`config.mk`:
```
export PLATFORM = sky130hd
export DESIGN_NAME = button_debouncer
export DESIGN_NICKNAME = d
export VERILOG_FILES = /design/src/rtl/button_debouncer.sv
export SDC_FILE = /design/constraint.sdc
export NUM_CORES = 1
export LEC_CHECK = 0
export CORE_UTILIZATION = 58
export CTS_BUF_LIST = sky130_fd_sc_hd__clkbuf_8
export CTS_CLUSTER_SIZE = 24
export DETAILED_ROUTE_END_ITERATION = 8
export PLACE_DENSITY = 0.78
export SLEW_MARGIN = 20
export SYNTH_ARGS = -nofsm -noshare
export SYNTH_HDL_FRONTEND = slang
export SYNTH_SLANG_ARGS = --single-unit
```
`constraint.sdc`:
```
create_clock -name MHz10 -period 2.17 [get_ports MHz10]
set_input_delay 0.217 -clock MHz10 [delete_from_list [all_inputs] [get_ports MHz10]]
set_output_delay 0.217 -clock MHz10 [all_outputs]
set_load 0.03 [all_outputs]
```
`src/rtl/button_debouncer.sv`:
```
// Two-flop synchroniser followed by a stable-level qualifier and a long-press flag.
// out follows in DEBOUNCE_CYCLES+2 enabled edges after a clean change; en low freezes all but the synchroniser.
module button_debouncer #(
  parameter int unsigned DEBOUNCE_CYCLES = 100000,
  parameter int unsigned CNT_WIDTH       = 17,
  parameter int unsigned HOLD_CYCLES     = 10000000,
  parameter int unsigned HOLD_WIDTH      = 24
) (
  input  logic MHz10,
  input  logic nrst,
  input  logic en,
  input  logic in,
  output logic out,
  output logic held
);

  // Bit 1 of the encoding is the debounced level, so out decodes from a single flop.
  typedef enum logic [1:0] {
    LOW       = 2'b00,
    RISE_WAIT = 2'b01,
    HIGH      = 2'b11,
    FALL_WAIT = 2'b10
  } state_e;

  localparam logic [CNT_WIDTH-1:0]  CNT_LAST = CNT_WIDTH'(DEBOUNCE_CYCLES - 1);
  localparam logic [HOLD_WIDTH-1:0] HOLD_MAX = HOLD_WIDTH'(HOLD_CYCLES);

  logic                  sync1_q, sync2_q;
  state_e                state_q, state_d;
  logic [CNT_WIDTH-1:0]  cnt_q, cnt_d;
  logic [HOLD_WIDTH-1:0] hold_q, hold_d;
  logic                  held_q, held_d;

  always_ff @(posedge MHz10 or negedge nrst) begin
    if (!nrst) begin
      sync1_q <= 1'b0;
      sync2_q <= 1'b0;
    end else begin
      sync1_q <= in;
      sync2_q <= sync1_q;
    end
  end

  always_ff @(posedge MHz10 or negedge nrst) begin
    if (!nrst) begin
      state_q <= LOW;
      cnt_q   <= '0;
      hold_q  <= '0;
      held_q  <= 1'b0;
    end else begin
      state_q <= state_d;
      cnt_q   <= cnt_d;
      hold_q  <= hold_d;
      held_q  <= held_d;
    end
  end

  always_comb begin
    state_d = state_q;
    cnt_d   = cnt_q;
    hold_d  = hold_q;
    held_d  = held_q;
    if (en) begin
      unique case (state_q)
        LOW: begin
          if (sync2_q) begin
            state_d = RISE_WAIT;
            cnt_d   = '0;
          end
        end
        RISE_WAIT: begin
          if (!sync2_q) begin
            state_d = LOW;
            cnt_d   = '0;
          end else if (cnt_q == CNT_LAST) begin
            state_d = HIGH;
            cnt_d   = '0;
            hold_d  = '0;
          end else begin
            cnt_d = cnt_q + CNT_WIDTH'(1);
          end
        end
        HIGH: begin
          if (!sync2_q) begin
            state_d = FALL_WAIT;
            cnt_d   = '0;
          end else if (hold_q != HOLD_MAX) begin
            hold_d = hold_q + HOLD_WIDTH'(1);
            if (hold_q + HOLD_WIDTH'(1) == HOLD_MAX) begin
              held_d = 1'b1;
            end
          end
        end
        FALL_WAIT: begin
          // A return to high keeps the hold count so a brief dropout does not restart the long press.
          if (sync2_q) begin
            state_d = HIGH;
            cnt_d   = '0;
          end else if (cnt_q == CNT_LAST) begin
            state_d = LOW;
            cnt_d   = '0;
            hold_d  = '0;
            held_d  = 1'b0;
          end else begin
            cnt_d = cnt_q + CNT_WIDTH'(1);
          end
        end
        default: begin
          state_d = LOW;
          cnt_d   = '0;
        end
      endcase
    end
  end

  always_comb begin
    out  = state_q[1];
    held = held_q;
  end

endmodule

```
==> results.toml <==
[sta]
rsz0062_at_grt = "true"
fin_hold_ws_ns = 0.356
finalSetupViolations = 23
clock_skew_ns = 0.00915
slew_viol_final = 0
max_freq_ghz = 0.420
relSlewSlack_pct = 55.4
fin_ws_ns = -0.209
max_slew.worst_pin.slew_ns = 0.669
final.min_clock_period_ns = 2.38
setup_tns_ns = -1.79
finalHoldViolCount = 0
timing.final.crit_share_pct = 110

[place]
place_area_sq_um = 3620
gp_congestion = 0.897
portBuffers = 5
hpwl_microns = 5510

[finish]
stdcell_area_sq_um = 3980
post-route-util_pct = 81.6
multi_input_area_sq_um = 1830
regArea_sq_um = 1150
syn_to_final_growth_pct = 31.1
layout.nets = 429
layout_common_cells = "buf_4, dfrtp_1, nand2_1"
mostFrequentLayoutCell = "buf_4"
insertedDiodeCount = 0
fillers = 312
layout-drive-gt1-share_pct = 29.8

[yosys]
yosysWarnings = 0
syn_avg_cell_area_sq_um = 8.94
synth_seq_cells = 46
synth_cell_types = 53
synth-async-reset-ratio_pct = 100
synth_area_sq_um = 3040
synth_top_area_share_pct = 37.9
synth_ff_type = "dfrtp_1"
synthCells = 340
synth_area_leaders = "dfrtp_1, o21ai_0, a22o_1"
synth-seq-area-share_pct = 37.9
synth.net_count = 353
synth_top_cell_by_area = "dfrtp_1"
synth-edff-count = 0

[global_routing]
track_usage_pct = 30.1
grt_max_degree = 28
grt_pass1_wl_microns = 12600
grt_antenna_before_repair = 0
grt_overflow = 0
grt_pass1_vias = 2759

[worst_setup_path]
critPathMaxFanout = 5
cp-start-kind = "flip-flop"
arrival_ns = 2.61
path_class = "flip-flop to flip-flop"
endpoint_kind = "flip-flop"
cp_data_required_time_ns = 2.40
r2r_cells = 9

[die]
initial_core_util_pct = 62.3
io_pins = 6
core_area_sq_um = 4880
fp.dieH_microns = 74.4
rows = 25
die_w_microns = 74.4
dieArea_sq_um = 5530

[cts]
cts_max_level = 2
cts-buffers-inserted = 5
clk_latency_ns = 0.30
clock_path_buffers = 2
path_clk_slew_ns = 0.09
cts_sinks = 46
tritoncts = "built"
root_buffer = "clkbuf_8"

[pwr]
ir_drop_v = 0.000559
leakage_nw = 1.89
p_per_area_nw_per_um2 = 621

[routing]
drt_iter0_markers = 288
detail_route.wl_per_cell_microns = 18.0
first_pass_iters = 5
postRouteAntennaNets = 0
vias = 3078
drc_errors = 0
drt-total-wl_microns = 8700
vias_per_cell = 6.37

[outcome]
status = "finished, violations left"
failed_checks = "negative setup slack"

[min_path]
hold_depth = 1
hold_path.class = "primary input to flip-flop"

[job]
drv_cap = 0
## per-layer routing
layer	global-route usage (%)	up-vias	part of all wire (%)
li1	-	1425	-
met1	36.1	1492	41
met2	55.4	135	51
met3	4.47	26	5.8
met4	9.01	0	2.7
met5	0	-	0
## layout make-up
class / count / share of cell area (%)
multi-input cells: 264 / 46.0
clock inverters: 2 / 0.283
clock buffers: 5 / 1.73
well taps: 67 / 2.10
repair buffers: 91 / 20.1
flip-flops and latches: 46 / 29.0
inverters: 8 / 0.754
## synthesized netlist by cell type (2+ instances only)
cell type,number
mux2i_1,5
nor2_1,18
nand3_1,18
nor3_1,17
o21a_1,2
and2_1,3
nand2_1,32
nand2b_1,4
nand4_1,20
xnor2_1,2
and4_1,4
and3_1,12
ha_1,9
buf_2,10
a21o_1,10
nor2b_1,2
clkbuf_1,6
a21oi_1,5
or3_1,6
nor4bb_1,2
xor2_1,10
o31ai_1,5
buf_4,4
nor4_1,4
o21ai_0,32
dfrtp_1,46
inv_1,8
or2_2,2
a22o_1,18
## power breakdown
part	internal, mW	switching [mW]
combinational	0.420	0.593
clock	0.217	0.291
sequential	0.908	0.0444
total	1.54	0.928
## metrics by stage
step / cells / total power, mW / setup slack [ns]
after floorplan: 340 / 1.46 / 0.0215
after global placement: 461 / 1.75 / -0.0474
after detailed placement: 461 / 1.78 / -0.0716
after CTS: 472 / 2.31 / -0.0770
after global routing: 483 / 2.59 / -0.273
final: 483 / 2.47 / -0.209
## final timing paths
kind / end / slack (ns) / startpoint
worst max-delay path: held / -0.21 / hold_q[5]
worst min-delay path: sync1_q / 0.36 / in
worst max register to register: held / -0.21 / hold_q[5]
worst min register to register: sync2_q / 0.36 / sync1_q
max in group asynchronous: hold_q[10] / 1.13 / nrst
min in group asynchronous: hold_q[19] / 0.47 / nrst
## registers in the layout, indices dropped and copies added (netlist names)
signal and flops:
state_q 2, sync2_q 1, sync1_q 1, cnt_q 17
hold_q 24, held 1
## worst max-delay path: stages (launching register included)
cell	delay, ns
dfrtp_1	0.44
buf_6	0.14
nand4_4	0.09
nor4_1	0.39
buf_4	0.19
nand4_1	0.11
a211oi_1	0.33
nand4_1	0.18
o32a_1	0.37
o21ai_1	0.07
## timing repair
action,CTS,global route
gates resized for setup,4,39
endpoints found under the setup margin,19,34
cloned,0,4
pin swaps,2,12
endpoints found under the hold margin,25,0
hold buffers,1,0
buffers inserted,3,7
## cell families (layout without fill, tap and decap cells)
kind of cell | count (synthesis) | in the layout | synth area share, %
AOI/OAI and AO/OA | 85 | 85 | 19.8
xor gates and xnor gates | 12 | 12 | 3.46
adders and majority gates | 9 | 9 | 3.71
buffers and inverters | 30 | 106 | 4.86
DFF | 46 | 46 | 37.9
muxes | 6 | 6 | 2.02
and+or+nand+nor | 152 | 152 | 28.3
No activity file was read; power rests on OpenSTA's default activity.
